`config.mk`:
```
export PLATFORM = sky130hd
export DESIGN_NAME = inv_add_mix_col
export DESIGN_NICKNAME = d
export VERILOG_FILES = /design/src/rtl/aes_pkg.sv /design/src/rtl/inv_mix_single_col.sv /design/src/rtl/inv_add_mix_col.sv
export SDC_FILE = /design/constraint.sdc
export NUM_CORES = 1
export LEC_CHECK = 0
export BUFFER_PORTS_ARGS = -buffer_cell sky130_fd_sc_hd__buf_2
export CELL_PAD_IN_SITES_DETAIL_PLACEMENT = 0
export CELL_PAD_IN_SITES_GLOBAL_PLACEMENT = 2
export CORE_MARGIN = 5
export CORE_UTILIZATION = 33
export CTS_BUF_LIST = sky130_fd_sc_hd__clkbuf_2 sky130_fd_sc_hd__clkbuf_4 sky130_fd_sc_hd__clkbuf_8
export DETAILED_ROUTE_END_ITERATION = 10
export GPL_TIMING_DRIVEN = 0
export PLACE_DENSITY = 0.78
export SLEW_MARGIN = 20
export SYNTH_ARGS = -nofsm -noshare
export SYNTH_HDL_FRONTEND = slang
export SYNTH_SLANG_ARGS = --single-unit
export TNS_END_PERCENT = 100
```
`constraint.sdc`:
```
create_clock -name clk -period 10.36 [get_ports clk]
set_clock_uncertainty 0.15 [all_clocks]
set_input_delay 2.59 -clock clk [delete_from_list [all_inputs] [get_ports clk]]
set_output_delay 2.59 -clock clk [all_outputs]
set_load 0.05 [all_outputs]
```
`src/rtl/aes_pkg.sv`:
```
// Shared AES decrypt definitions: widths, FSM encoding and GF(2^8) helpers
// used by the InvMixColumns column transform.
package aes_pkg;

    localparam int STATE_W  = 128;
    localparam int WORD_W   = 32;
    localparam int BYTE_W   = 8;
    localparam int NUM_COLS = 4;
    localparam int COL_W    = 2;

    typedef enum logic [1:0] {
        IDLE = 2'd0,
        BUSY = 2'd1,
        DONE = 2'd2
    } fsm_t;

    // Multiply by x modulo x^8 + x^4 + x^3 + x + 1.
    function automatic logic [BYTE_W-1:0] xtime(input logic [BYTE_W-1:0] b);
        return {b[6:0], 1'b0} ^ (b[7] ? 8'h1B : 8'h00);
    endfunction

    function automatic logic [BYTE_W-1:0] gmul9(input logic [BYTE_W-1:0] b);
        logic [BYTE_W-1:0] x8;
        x8 = xtime(xtime(xtime(b)));
        return x8 ^ b;
    endfunction

    function automatic logic [BYTE_W-1:0] gmul11(input logic [BYTE_W-1:0] b);
        logic [BYTE_W-1:0] x2, x8;
        x2 = xtime(b);
        x8 = xtime(xtime(x2));
        return x8 ^ x2 ^ b;
    endfunction

    function automatic logic [BYTE_W-1:0] gmul13(input logic [BYTE_W-1:0] b);
        logic [BYTE_W-1:0] x4, x8;
        x4 = xtime(xtime(b));
        x8 = xtime(x4);
        return x8 ^ x4 ^ b;
    endfunction

    function automatic logic [BYTE_W-1:0] gmul14(input logic [BYTE_W-1:0] b);
        logic [BYTE_W-1:0] x2, x4, x8;
        x2 = xtime(b);
        x4 = xtime(x2);
        x8 = xtime(x4);
        return x8 ^ x4 ^ x2;
    endfunction

endpackage

```
`src/rtl/inv_mix_single_col.sv`:
```
// Combinational InvMixColumns transform of one 32-bit column
// (byte a0 in the top bits).
module inv_mix_single_col
    import aes_pkg::*;
(
    input  logic [WORD_W-1:0] col_in,
    output logic [WORD_W-1:0] col_out
);

    logic [BYTE_W-1:0] a0, a1, a2, a3;

    assign {a0, a1, a2, a3} = col_in;

    assign col_out[31:24] = gmul14(a0) ^ gmul11(a1) ^ gmul13(a2) ^ gmul9(a3);
    assign col_out[23:16] = gmul9(a0)  ^ gmul14(a1) ^ gmul11(a2) ^ gmul13(a3);
    assign col_out[15:8]  = gmul13(a0) ^ gmul9(a1)  ^ gmul14(a2) ^ gmul11(a3);
    assign col_out[7:0]   = gmul11(a0) ^ gmul13(a1) ^ gmul9(a2)  ^ gmul14(a3);

endmodule

```
`src/rtl/inv_add_mix_col.sv`:
```
// Decrypt-round stage: AddRoundKey then InvMixColumns, one column per cycle.
// Define INV_MIX_PARALLEL_EN to process all four columns in a single cycle.
module inv_add_mix_col #(
    parameter int NUM_COLS = 4
) (
    input  logic                       clk,
    input  logic                       rst,
    input  logic                       in_valid,
    output logic                       in_ready,
    input  logic [aes_pkg::STATE_W-1:0] state_in,
    input  logic [aes_pkg::STATE_W-1:0] round_key,
    input  logic                       last_round,
    output logic                       out_valid,
    input  logic                       out_ready,
    output logic [aes_pkg::STATE_W-1:0] state_out
);
    import aes_pkg::*;

    if (NUM_COLS != aes_pkg::NUM_COLS) begin : g_bad_num_cols
        $error("inv_add_mix_col supports NUM_COLS == 4 only");
    end

    fsm_t               fsm, fsm_next;
    logic [COL_W-1:0]   col;
    logic [STATE_W-1:0] state_reg, key_reg, out_reg;
    logic               last_reg;
    logic [STATE_W-1:0] busy_result;
    logic               busy_last;

`ifdef INV_MIX_PARALLEL_EN
    logic [STATE_W-1:0] sum_all, mix_all;

    assign sum_all = state_reg ^ key_reg;

    for (genvar gi = 0; gi < NUM_COLS; gi++) begin : g_col
        inv_mix_single_col u_mix (
            .col_in (sum_all[STATE_W-1-WORD_W*gi -: WORD_W]),
            .col_out(mix_all[STATE_W-1-WORD_W*gi -: WORD_W])
        );
    end

    assign busy_result = last_reg ? sum_all : mix_all;
    assign busy_last   = 1'b1;
`else
    logic [WORD_W-1:0] sel_state, sel_key, sum_col, mix_col, new_col;

    always_comb begin
        sel_state = '0;
        sel_key   = '0;
        for (int c = 0; c < NUM_COLS; c++) begin
            if (int'(col) == c) begin
                sel_state = state_reg[STATE_W-1-WORD_W*c -: WORD_W];
                sel_key   = key_reg[STATE_W-1-WORD_W*c -: WORD_W];
            end
        end
    end

    assign sum_col = sel_state ^ sel_key;

    inv_mix_single_col u_mix (
        .col_in (sum_col),
        .col_out(mix_col)
    );

    assign new_col = last_reg ? sum_col : mix_col;

    // The finished column is written back in place, so the final cycle's
    // merged state is the complete result.
    always_comb begin
        busy_result = state_reg;
        for (int c = 0; c < NUM_COLS; c++) begin
            if (int'(col) == c) begin
                busy_result[STATE_W-1-WORD_W*c -: WORD_W] = new_col;
            end
        end
    end

    assign busy_last = (col == COL_W'(NUM_COLS - 1));
`endif

    always_comb begin
        fsm_next = fsm;
        case (fsm)
            IDLE:    if (in_valid) fsm_next = BUSY;
            BUSY:    if (busy_last) fsm_next = DONE;
            DONE:    if (out_ready) fsm_next = IDLE;
            default: fsm_next = IDLE;
        endcase
    end

    // out_reg is separate from the working state so the result stays put
    // after the handshake and while the next block is being processed.
    always_ff @(posedge clk) begin
        if (rst) begin
            fsm       <= IDLE;
            col       <= '0;
            state_reg <= '0;
            key_reg   <= '0;
            last_reg  <= 1'b0;
            out_reg   <= '0;
        end else begin
            fsm <= fsm_next;
            case (fsm)
                IDLE: begin
                    if (in_valid) begin
                        state_reg <= state_in;
                        key_reg   <= round_key;
                        last_reg  <= last_round;
                        col       <= '0;
                    end
                end
                BUSY: begin
                    state_reg <= busy_result;
                    if (busy_last) begin
                        col     <= '0;
                        out_reg <= busy_result;
                    end else begin
                        col <= col + 1'b1;
                    end
                end
                default: ;
            endcase
        end
    end

    assign in_ready  = (fsm == IDLE);
    assign out_valid = (fsm == DONE);
    assign state_out = out_reg;

endmodule
```
## Word-level counts from Yosys, hierarchy flattened

Cells that the tools add are included.

| word-level totals | value |
|---|---|
| register bits | 389 |
| bits in latches | 0 |
| RAM bits | 0 |
| bits in read-only memories | 0 |
| input port bits | 261 |
| output and inout bits | 130 |
| logic and storage cells | 106 |
| memories kept | 0 |

| cells by class | value |
|---|---|
| add/subtract/negate cells | 1 |
| multiply operators | 0 |
| divide/modulo/power cells | 0 |
| order comparisons | 0 |
| equality and inequality tests | 9 |
| shift operators | 0 |
| multiplexer cells | 34 |
| bitwise logic cells | 49 |
| reduce and logical (&&, ||, !) cells | 7 |

Operators by type and width:

| operator | count |
|---|---|
| 32-bit 2-to-1 mux | 13 |
| 8-bit bitwise XOR | 48 |
| 128-bit case mux with 2 select lines | 1 |
| 128-bit 2-to-1 mux | 1 |
| 5-bit 2-to-1 mux | 12 |
| 32-bit bitwise XOR | 1 |
| 2-bit 2-to-1 mux | 5 |
| 2-bit == test (second input constant) | 4 |
| 2-bit case mux with 3 select lines | 1 |
| 2-bit AND reduction | 3 |
| 2-bit by 1-bit == test with 1-bit output (second input constant) | 2 |
| 2-bit zero test | 2 |
| 2-bit inequality test (second input constant) | 2 |
| 2-bit case mux with 2 select lines | 1 |
| 3-bit AND reduction | 1 |
| 2-bit by 1-bit adder with 2-bit output (second input constant) | 1 |
| 2-bit by 1-bit inequality test with 1-bit output (second input constant) | 1 |
| 2-bit nonzero test | 1 |

## Logic depth before layout (Yosys ltp)

| logic depth | value |
|---|---|
| depth in word-level cells | 20 |
| gate-level depth with buffers | 15 |
| mapped depth without buffers | 12 |

## Modules after synthesis

From an unflattened synthesis, not the netlist that was laid out.

| unflattened totals | value |
|---|---|
| cells, all modules | 2,442 |
| area, all modules | 20,457.1 um^2 |

Modules (own cells, without submodules):

| module | instances | cells each | area each (um^2) | seq. area each (um^2) |
|---|---|---|---|---|
| inv_add_mix_col | 1 | 2,229 | 18,207.5 | 7,787.5 |
| inv_mix_single_col | 1 | 213 | 2,249.7 | 0.0 |

## Worst setup path after synthesis

Ideal clock, no wire load.

| timing | value |
|---|---|
| path kind | input to register |
| start point | input port in_valid |
| end point | register key_reg[100] |
| setup time | 0.070 ns |
| data arrival time | 3.886 ns |
| path slack | 6.253 ns |
| stages | 7 |
| path through | and2_1 > clkbuf_1 > clkbuf_1 > clkbuf_1 > buf_1 > nand2_1 > a21oi_1 |

| on the way | value |
|---|---|
| word-level cells in the longest chain between the ends | 1 |

Ends and longest elaborated chain:

| what | line | RTL |
|---|---|---|
| start, declared | inv_add_mix_col.sv:8 | `input logic in_valid,` |
| 2-bit AND reduction (no line) | -- |  |
| end signal, assigned | inv_add_mix_col.sv:107 | `key_reg <= round_key;` |
| end, declared | inv_add_mix_col.sv:25 | `logic [STATE_W-1:0] state_reg, key_reg, out_reg;` |

Every way passes these cells.
A chain may end at the register's enable or synchronous reset.

## Final worst setup path

| timing | value |
|---|---|
| start point | register col[0] |
| end point | register out_reg[116], in the netlist state_out[116] |

| on the way | value |
|---|---|
| word-level cells in the longest chain between the ends | 17 |

Ends and longest elaborated chain:

| what | line | RTL |
|---|---|---|
| start, declared | inv_add_mix_col.sv:24 | `logic [COL_W-1:0] col;` |
| start signal, assigned | inv_add_mix_col.sv:118 | `col <= col + 1'b1;` |
| 2-bit zero test | inv_add_mix_col.sv:51, inv_add_mix_col.sv:72 |  |
| 32-bit 2-to-1 mux (4 in a row) | inv_add_mix_col.sv:51 | `if (int'(col) == c) begin` |
| 32-bit bitwise XOR | inv_add_mix_col.sv:58 | `assign sum_col = sel_state ^ sel_key;` |
| 8-bit bitwise XOR | aes_pkg.sv:19 | `return {b[6:0], 1'b0} ^ (b[7] ? 8'h1B : 8'h00);` |
| 5-bit 2-to-1 mux / 8-bit bitwise XOR (equally long branches) | aes_pkg.sv:19 |  |
| 8-bit bitwise XOR / 5-bit 2-to-1 mux (equally long branches) | aes_pkg.sv:19 |  |
| 8-bit bitwise XOR | aes_pkg.sv:19 |  |
| 8-bit bitwise XOR (2 in a row) | aes_pkg.sv:47 | `return x8 ^ x4 ^ x2;` |
| 8-bit bitwise XOR (3 in a row) | inv_mix_single_col.sv:15 | `assign col_out[23:16] = gmul9(a0) ^ gmul14(a1) ^ gmul11(a2) ^ gmul13(a3);` |
| 32-bit 2-to-1 mux | inv_add_mix_col.sv:65 | `assign new_col = last_reg ? sum_col : mix_col;` |
| 32-bit 2-to-1 mux | inv_add_mix_col.sv:72 | `if (int'(col) == c) begin` |
| end signal, assigned | inv_add_mix_col.sv:116 | `out_reg <= busy_result;` |
| end, declared | inv_add_mix_col.sv:25 |  |

Several ways; a longest one is shown, not always the timed one.

==> implementation parameters <==
Parameter                              Value

STA
  Setup repair after global routing missed its margin ... no
  Tightest Pin Transition ... 1240 ps
  Min Tclk post-route ... 6220 ps
  Slew Viols, Final ... 0
  Final critical-path share of the clock period ... 0.600
  Hold slack final ... 307 ps
  FMAX ... 161 MHz
  Setup violators final ... 0
  Worst slew margin relative to its limit ... 0.175
  Summed negative setup slack over all endpoints ... 0 ps
  Number of failing hold endpoints at the final stage ... 0

Synthesis
  Number of synthesized register bits ... 389
  Post-synth EDFFs ... 0
  Cell type contributing the most total cell area after synthesis ... dfxtp_1
  Sequential share of the synthesized area ... 0.398
  Total nets after synthesis ... 2,560
  Post-synthesis async set-or-reset flop share ... 0
  Mean post-synth cell area ... 8.52 um^2
  Count of different cell masters after synthesis ... 66
  Synth top area share ... 0.398
  Gate count after technology mapping ... 2,295
  Top cells by area, synth ... dfxtp_1, nand2_1, a21oi_1
  Main synth FF type ... dfxtp_1
  Mapped Area ... 19,500 um^2
  Number of warnings issued by yosys ... 0

Status
  Status ... finished clean

Final layout
  Fraction of final layout cells with drive strength greater than 1 ... 0.226
  Number of nets in the finished design ... 3,040
  Syn-to-layout area delta ... 24.5%
  Filler Cell Count ... 6,264
  Commonest cells after routing, fill and taps aside ... nand2_1, buf_2, dfxtp_1
  Most common cell after layout, fill and taps aside ... nand2_1

Hold path
  Worst hold path type ... reg2reg

Global route
  Total global routing track utilization ... 0.357
  Vias in the first global route ... 19,800
  Met2 demand-to-capacity share in global routing ... 0.582
  Met1 GRT Util ... 0.466
  Global-route wire length before repair ... 159,000 um
  Overflow left after global routing ... 0
  Routing usage on met3 ... 0.0536
  Antenna violations before repair ... 3
  Most Used Layer, Global Route ... met2
  Largest net degree at the start of global routing ... 12

Place
  Input/output buffers ... 389
  Final HPWL DP ... 96,800 um
  Placer Congestion ... 1.02

Setup path
  WP data required ... 10,730 ps
  Crit Path Max Fanout ... 10
  Buffers and inverters on the worst path ... 4
  CP Class ... reg2reg
  Top delay family on crit path ... XOR/XNOR gates
  Crit-path max cell delay ... 900 ps
  Critical-path cell with the highest stage delay ... xnor2_1
  Most frequent cell on the critical path ... xnor2_1
  Crit-path cells ... inv_1, ha_1, buf_2, nor2b_4, buf_6, buf_2, a221oi_1, nor2_2, xnor2_1, xnor2_1, xnor2_1, xnor3_1, mux2i_2, a21o_1, a21oi_1
  Kind of start point of the critical path ... flop
  Crit end category ... flop
  Crit path DAT ... 6590 ps

Clocking
  Level count of the clock H-tree ... 3
  Number of sinks on the clock net ... 389
  Number of hold-repair buffers added at the cts stage ... 0
  Clock tree from TritonCTS ... yes
  Max Root-Sink Buffers ... 3
  Cts bufs inserted ... 74
  Number of resized instances in the post-cts repair step ... 0
  Number of buffers inserted by post-CTS setup repair ... 0
  Clock insertion delay at the later pin of the skew report ... 700 ps
  Root buf cell ... clkbuf_8
  Register clock-pin slew on the reported worst setup and hold paths ... 60 ps

Detailed routing
  Aggregate routed wire length ... 119,000 um
  Detailed router's first-iteration violation count ... 2,422
  Average wire per standard cell ... 33.1 um
  Vias post-DR ... 20,600
  Number of design rule violations left after detail routing ... 0
  Vias/cell ... 5.70
  First-pass iteration count of the detailed router ... 7
  Post-detailed-route count of antenna-violating nets ... 0

Flow run
  Max capacitance violation total ... 0

Floorplan
  # rows ... 89
  Count of pins on the block boundary ... 391
  Area of the core region ... 58,800 um^2
  Starting utilization of the core area ... 0.332
  Die H ... 253 um
  Total die area ... 64,200 um^2
  Die X-Extent ... 253 um
-- routing by layer --
metal  vias to the layer above  share of wire
li1                       8963              -
met4                         0          0.057
met2                      1144           0.46
met5                         -              0
met3                       264          0.072
met1                     10200           0.41
-- cells by family after synthesis --
group / Yosys count / synth area share
AO/OA/AOI/OAI: 660 / 0.223
XOR/XNOR: 302 / 0.173
adder cells (fa/ha/maj): 4 / 0.00256
buffers and inverters: 191 / 0.0395
flip-flops: 389 / 0.398
multiplexers: 25 / 0.0137
AND/OR/NAND/NOR: 724 / 0.151
-- worst reg2reg max path, delay by kind of cell, from the launching register on --
kind | cells | cell delay [ps]
XOR/XNOR | 4 | 2190
AO/OA/AOI/OAI | 3 | 1110
multiplexers | 1 | 830
buffers and inverters | 4 | 650
AND/OR/NAND/NOR | 2 | 500
flip-flops | 1 | 430
adder cells (fa/ha/maj) | 1 | 200
-- metrics by stage --
step                setup WS [ps]  utilization  cells  instance area, um^2
floorplan                    6250            -   2295                19500
global placement             3770        0.382   3457                22500
detailed placement           4280        0.385   3470                22700
CTS                          4260        0.414   3603                24300
global route                 4090        0.414   3607                24300
finish                       4140        0.414   3607                24300
-- synthesized netlist by cell type (all sizes together), types with 2 or more instances --
library cell,instances
nor4,19
a222oi,2
xor3,5
o221a,10
nor2b,16
nand2,427
a22oi,57
dfxtp,389
a221oi,59
buf,29
clkinv,2
a311o,2
nand3,6
o22ai,21
a31oi,5
and4,3
mux2,5
and2,5
or3,4
a21oi,287
inv,5
xnor3,40
mux2i,20
nand3b,10
a211oi,53
xnor2,156
a21o,23
clkbuf,155
o21ai,75
o21a,19
a31o,10
nand2b,5
nor2,207
a211o,2
o211ai,6
nor3,20
a2111oi,8
ha,4
xor2,101
a221o,8
a311oi,10
-- worst paths after layout --
path	startpoint	to	slack (ps)	depth (start not counted)
worst max register to register	col[0]$_SDFFE_PP0P_	state_out[116]$_SDFFE_PP0P_	4140	15
worst min register to register	state_out[22]$_SDFFE_PP0P_	state_out[22]$_SDFFE_PP0P_	310	2
worst max-delay path	col[0]$_SDFFE_PP0P_	state_out[116]$_SDFFE_PP0P_	4140	15
worst min-delay path	state_out[22]$_SDFFE_PP0P_	state_out[22]$_SDFFE_PP0P_	310	2
-- cell type report --
class,count,area [um^2],share of cell area
inverter,7,26.3,0.00108
timing repair buffer,404,2080,0.0853
clock buffer,106,1350,0.0553
buffer,184,749,0.0308
clock inverter,27,309,0.0127
tap,773,967,0.0397
antenna,2,5.00,0.000206
sequential,389,7790,0.320
multi-input combinational,1715,11100,0.455
Power is not shown: default switching activity piles up to over one toggle a cycle in this logic, so the estimate is an artifact.
